$ cat src/rtl/sprite_layer.sv
// Single-sprite pixel layer: double-buffered position regs, ROM fetch, palette.
// Optional SPRITE_SCALE2X_EN adds a per-sprite 2x scale bit (wd[26]).
module sprite_layer #(
  parameter int REG_BASE    = 0,
  parameter int SPR_W       = 16,
  parameter int SPR_H       = 16,
  parameter int FRAMES      = 16,
  parameter int VBLANK_LINE = 480,
  parameter int ROM_AW      = 12
) (
  input  logic              clk,
  input  logic              reset,
  input  logic              write,
  input  logic [2:0]        address,
  input  logic [31:0]       writedata,
  input  logic [9:0]        hcount,
  input  logic [9:0]        vcount,
  output logic [ROM_AW-1:0] rom_addr,
  input  logic [3:0]        rom_data,
  output logic [23:0]       RGB_output
);

  localparam int FW = $clog2(FRAMES);
  localparam int WW = $clog2(SPR_W);
  localparam int HW = $clog2(SPR_H);
  localparam logic [23:0] TRANSP = 24'h202020;

  logic [9:0]    p_x, p_y, a_x, a_y;
  logic [FW-1:0] p_frame, a_frame;
  logic          p_flip, a_flip;
  logic          p_vis, a_vis;
`ifdef SPRITE_SCALE2X_EN
  logic          p_scale, a_scale;
`endif
  logic [23:0]   palette [16];

  logic          pos_wr, pal_wr, commit;
  logic [10:0]   dx, dy, lim_w, lim_h;
  logic [WW-1:0] cx, col;
  logic [HW-1:0] ry;
  logic          hit, hit1, hit2;
  logic [ROM_AW-1:0] next_addr;

  // bits [31:28] of the bus word carry nothing for this block
  logic unused_wd;
  assign unused_wd = ^writedata[31:28];

  assign pos_wr = write && (address == 3'(REG_BASE));
  assign pal_wr = write && (address == 3'(REG_BASE + 1));
  assign commit = (hcount == 10'd0) && (vcount == 10'(VBLANK_LINE));

  // hit test and ROM address for the pixel currently on hcount/vcount
  always_comb begin
    dx = {1'b0, hcount} - {1'b0, a_x};
    dy = {1'b0, vcount} - {1'b0, a_y};
`ifdef SPRITE_SCALE2X_EN
    lim_w = a_scale ? 11'(2 * SPR_W) : 11'(SPR_W);
    lim_h = a_scale ? 11'(2 * SPR_H) : 11'(SPR_H);
    cx    = a_scale ? dx[WW:1] : dx[WW-1:0];
    ry    = a_scale ? dy[HW:1] : dy[HW-1:0];
`else
    lim_w = 11'(SPR_W);
    lim_h = 11'(SPR_H);
    cx    = dx[WW-1:0];
    ry    = dy[HW-1:0];
`endif
    hit = a_vis && (hcount >= a_x) && (vcount >= a_y)
          && (dx < lim_w) && (dy < lim_h);
    col = a_flip ? (WW'(SPR_W - 1) - cx) : cx;
    next_addr = ROM_AW'({a_frame, ry, col});
  end

  // bus writes into pending/palette, vblank commit into active
  always_ff @(posedge clk or posedge reset) begin
    if (reset) begin
      p_x <= '0; p_y <= '0; p_frame <= '0;
      p_flip <= 1'b0; p_vis <= 1'b0;
      a_x <= '0; a_y <= '0; a_frame <= '0;
      a_flip <= 1'b0; a_vis <= 1'b0;
`ifdef SPRITE_SCALE2X_EN
      p_scale <= 1'b0; a_scale <= 1'b0;
`endif
      for (int i = 0; i < 16; i++) palette[i] <= TRANSP;
    end else begin
      if (commit) begin
        a_x     <= p_x;
        a_y     <= p_y;
        a_frame <= p_frame;
        a_flip  <= p_flip;
        a_vis   <= p_vis;
`ifdef SPRITE_SCALE2X_EN
        a_scale <= p_scale;
`endif
      end
      if (pos_wr) begin
        p_x     <= writedata[9:0];
        p_y     <= writedata[19:10];
        p_frame <= writedata[20 +: FW];
        p_flip  <= writedata[24];
        p_vis   <= writedata[25];
`ifdef SPRITE_SCALE2X_EN
        p_scale <= writedata[26];
`endif
      end
      if (pal_wr) palette[writedata[27:24]] <= writedata[23:0];
    end
  end

  // three-stage fetch: address, ROM read, palette resolve
  always_ff @(posedge clk or posedge reset) begin
    if (reset) begin
      rom_addr   <= '0;
      hit1       <= 1'b0;
      hit2       <= 1'b0;
      RGB_output <= TRANSP;
    end else begin
      rom_addr   <= hit ? next_addr : '0;
      hit1       <= hit;
      hit2       <= hit1;
      RGB_output <= (hit2 && rom_data != 4'd0) ? palette[rom_data] : TRANSP;
    end
  end

endmodule

$ cat config.mk
export PLATFORM = sky130hd
export DESIGN_NAME = sprite_layer
export DESIGN_NICKNAME = d
export VERILOG_FILES = /design/src/rtl/sprite_layer.sv
export SDC_FILE = /design/constraint.sdc
export NUM_CORES = 1
export LEC_CHECK = 0
export ABC_AREA = 1
export CAP_MARGIN = 0
export CORE_MARGIN = 5
export CORE_UTILIZATION = 55
export DETAILED_ROUTE_END_ITERATION = 10
export MAX_ROUTING_LAYER = met4
export PLACE_DENSITY = 0.77
export SYNTH_ARGS = -nofsm -noshare
export SYNTH_HDL_FRONTEND = slang
export SYNTH_SLANG_ARGS = --single-unit
$ cat constraint.sdc
create_clock -name clk -period 15.75 [get_ports clk]
set_input_delay 2.3625 -clock clk [delete_from_list [all_inputs] [get_ports clk]]
set_output_delay 2.3625 -clock clk [all_outputs]
set_load 0.02 [all_outputs]
# Word-level counts from Yosys, hierarchy flattened
# Index checks and enable logic that the tools add are counted.
dict set report totals {
  inputBits 62
  word_cells 65
  reg_bits 474
  n_memories 0
  ram_bits 0
  rom_bits 0
  output_inout_bits 36
  latch_bits 0
}
dict set report classes {
  n_eq_ne 2
  multipliers 0
  div_mod_pow 0
  reduce_logical 12
  mux 9
  addsub 3
  n_lt_le_gt_ge 7
  n_bitwise 2
  shift 0
}
# op count
set op_table {}
lappend op_table {{$bwmux W384} 1}
lappend op_table {{$bmux W24 S4} 1}
lappend op_table {{$demux W24 S4} 1}
lappend op_table {{$mux W24} 4}
lappend op_table {{$lt A11 B5 Y1 const B} 2}
lappend op_table {{$sub A10 B10 Y11} 2}
lappend op_table {{$ge A10 B10 Y1} 2}
lappend op_table {{$mux W12} 1}
lappend op_table {{$eq A10 B9 Y1 const B} 1}
lappend op_table {{$ge A5 B5 Y1 const B} 2}
lappend op_table {{$logic_not A10 Y1} 1}
lappend op_table {{$not A4 Y5} 2}
lappend op_table {{$logic_and A1 B1 Y1} 9}
lappend op_table {{$lt A5 B1 Y1 const B} 1}
lappend op_table {{$mux W4} 1}
lappend op_table {{$reduce_bool A4 Y1} 1}
lappend op_table {{$sub A4 B4 Y4 const A} 1}
lappend op_table {{$eq A3 B1 Y1 const B} 1}
lappend op_table {{$logic_not A3 Y1} 1}

# Logic depth before layout (Yosys ltp)
dict set report logic_depth {
  ltp_word 6
  ltp_mapped 17
  depth_no_buf 16
}

# Worst setup path after synthesis
# No wires, ideal clock.
dict set report synth_timing {
  path_kind {input -> register}
  start {in hcount[0]}
  end {reg rom_addr[2]}
  required_ns 15.681
  setup_time_ns 0.069
  path_stages 16
  n_path_buf 1
  t_arrival_ns 3.975
  slack_ns 11.706
  path_cell_list {inv_1 ha_1 inv_1 fa_1 nand2_2 nand2_2 nand3_1 nand2_1 nand2_1 nand2_1 nor2_1 nand3_1 nor2_2 nand3_2 buf_6 nor2_2}
}
dict set report synth_between {
  elab_chain_cells 6
  word_cells_on_any_way 10
  cone_classes {add/sub: 2; order compare: 2; mux: 2; reduce/logical: 4}
}
# item line
set synth_rtl {}
lappend synth_rtl {{start, declared} 16} ;# input logic [9:0] hcount,
lappend synth_rtl {{parallel branches: the longest is 5 deep, another holds $sub A10 B10 Y11} --}
lappend synth_rtl {{$mux W12 *} 117} ;# rom_addr <= hit ? next_addr : '0;
lappend synth_rtl {{end signal, assigned} 117}
lappend synth_rtl {{end, declared} 18} ;# output logic [ROM_AW-1:0] rom_addr,
# Every way passes the cells marked *.
# A chain may end at the register's enable or synchronous reset.

==> results.sh <==
export IMPL_status="complete, no violations"
export IMPL_ys_async_sr_fraction_pct=100.0
export IMPL_syn_inst=2480
export IMPL_pin_count=98
export IMPL_end_kind="asynchronous set/reset pin"
export IMPL_hold_viol_final=0
export IMPL_rows=72
export IMPL_via_per_inst=5.871
export IMPL_syn_area_mm2=0.02122
export IMPL_drtIter0Drc=2130
export IMPL_drt_total_wl_um=57350
export IMPL_maxCapViolCount=0
export IMPL_yosysMostFrequentCell="o21ai_0"
export IMPL_timing_fmax_mhz=200.2
export IMPL_avgSynthCellArea_um2=8.557
export IMPL_fin_crit_sh_pct=31.71
export IMPL_cp_data_arrival_time_ns=5.52
export IMPL_synth_top_cell_by_area="dfrtp_1"
export IMPL_critPathMaxFanout=178
export IMPL_vias=17660
export IMPL_power_density_mw_per_mm2=114.2
export IMPL_overflow=0
export IMPL_portBuffers=93
export IMPL_synth_compound_area_share_pct=19.53
export IMPL_cts_sinks=474
export IMPL_layout_drive_gt1_share_pct=7.791
export IMPL_hold_path_class="register to register"
export IMPL_finish_utilization_pct=61.90
export IMPL_grt_pass1_wl_um=90890
export IMPL_postCtsHoldBufs=0
export IMPL_post_dp_hpwl_um=32200
export IMPL_cts_tree="yes"
export IMPL_synthTopCellsByArea="dfrtp_1, o21ai_0, nand2_1, dfstp_2, nor2_1"
export IMPL_ys_seq_area_share_pct=56.19
export IMPL_synth_seq_cells=474
export IMPL_power_leakage_nw=10.59
export IMPL_critPathRequiredTime_ns=16.28
export IMPL_cts_buffers=46
export IMPL_ys_warn_count=0
export IMPL_die_h_um=206.4
export IMPL_post_cts_resized=0
export IMPL_crit_type="input pin to asynchronous set/reset pin"
export IMPL_start_util_pct=55.30
export IMPL_wire_per_inst_um=19.07
export IMPL_relSlewSlack_pct=20.07
export IMPL_setup_viol=0
export IMPL_core_area_mm2=0.03838
export IMPL_synth_ff_type="dfrtp_1"
export IMPL_grt_pass1_vias=16640
export IMPL_yosysTopAreaCellShare_pct=49.88
export IMPL_htree_levels=2
export IMPL_synthSimpleGateAreaFrac_pct=16.60
export IMPL_antenna_left=0
export IMPL_synth_nets=2564
export IMPL_die_area_mm2=0.04261
export IMPL_synthMuxAreaShare_pct=0
export IMPL_n_antenna_cell=0
export IMPL_clkTransAtPathRegs_ns=0.06
export IMPL_die_width_um=206.4
export IMPL_rsz0062_at_grt="no"
export IMPL_final_min_clock_period_ns=4.994
export IMPL_worst_pin_slew_ns=1.195
export IMPL_place_congestion=0.8626
export IMPL_drc=0
export IMPL_maxSlewViolCount=0
export IMPL_synth_commonest_cells="o21ai_0, nand2_1, dfrtp_1"
export IMPL_synth_edff_count=0
export IMPL_nNetsFinal=2539
export IMPL_ys_types=39
export IMPL_dr_pass1_iters=6
export IMPL_fill_cells=3253
export IMPL_antenna_found_initial=1
export IMPL_clock_skew_ns=0.01637
export IMPL_cts_setup_buffers=0
export IMPL_synth_top_family_by_area="compound AO/OA/AOI/OAI gates"
export IMPL_cts_root_buf="clkbuf_16"
export IMPL_clock_latency_ns=0.56
export IMPL_track_usage_pct=27.91
export IMPL_vdd_drop_max_mv=0.09162
export IMPL_tns_ns=0
export IMPL_design_power_total_mw=2.712
export IMPL_grt_max_degree=179
export IMPL_synthAdderAreaFrac_pct=1.368
export IMPL_startpoint_type="input pin"
export IMPL_cts_buffer_depth=3
export IMPL_synth_xor_xnor_area_share_pct=0.3714
export IMPL_syn_to_final_growth_pct=11.93
==> cell families (layout without fill, tap and decap cells) <==
group | count (synthesis) | in the layout
DFF | 474 | 474
AOI/OAI and AO/OA | 774 | 774
adders and majority gates | 22 | 22
xor gates and xnor gates | 9 | 9
and+or+nand+nor | 886 | 886
buffers and inverters | 315 | 325
==> routing by layer <==
metal	global-route usage (%)	vias up	part of all wire, %
li1	-	8213	-
met1	37.31	8575	42
met2	44.92	756	48
met3	4.048	116	7.9
met4	8.365	0	2.8
met5	-	-	0
==> registers in the layout (all words and copies together) (netlist names), 4 cells and up <==
signal and cells:
a_x 10, rom_addr 12, p_x 10, RGB_output 24
a_y 10, palette 384, p_y 10, a_frame 4
p_frame 4
==> critical path: stages <==
cell	delay [ns]
clkdlybuf4s50_1	0.49
inv_8	0.68
buf_12	0.69
buf_4	0.93
==> final timing paths <==
check,startpoint,to,slack (ns),depth (start not counted)
worst min-delay path,hit1,hit2,0.35,0
max in group clk,address[1],palette[148],11.12,7
worst min register to register,hit1,hit2,0.35,0
worst max register to register,a_x[0],rom_addr[11],13.23,14
min in group asynchronous,reset,rom_addr[5],2.42,2
worst max-delay path,reset,palette[124],10.76,4
==> report_power, final <==
group	total, mW	switching (mW)	leakage [nW]	internal, mW
sequential	1.37	0.0486	6.29	1.32
clock	1.08	0.451	0.740	0.631
combinational	0.263	0.171	3.56	0.0927
==> cell usage in the layout (no fill, tap or decap), types with 20 or more instances in the layout <==
cell and n:
ha_1 20, o22ai_1 61, o21ai_0 592, clkbuf_16 47
a31oi_1 21, dfrtp_1 423, nand3_1 35, o221ai_1 35
dfstp_2 51, nand2_1 571, inv_1 117, buf_4 25
nor2_1 223, clkdlybuf4s50_1 91, o21ai_1 38
==> through the flow <==
step	setup WS (ns)	cell area (um^2)	hold WS [ns]	instances
final	10.76	23750	0.3535	3008
after global routing	10.28	23750	0.3731	3008
after CTS	10.71	23750	0.3526	3008
after detailed placement	10.12	22260	0.3464	2925
after global placement	10.21	22260	0.3384	2925
after floorplan	0.2494	21220	0.3312	2480
==> cell type report <==
class | instances | area [um^2] | share of cell area [%]
clock inverters | 10 | 85.08 | 0.3582
well taps | 518 | 648.1 | 2.728
multi-input cells | 1691 | 8066 | 33.96
clock buffers | 73 | 1414 | 5.952
repair buffers | 119 | 1144 | 4.814
flip-flops and latches | 474 | 11930 | 50.20
inverters | 123 | 471.7 | 1.986
Note: power is estimated with default switching activity, not from simulation.
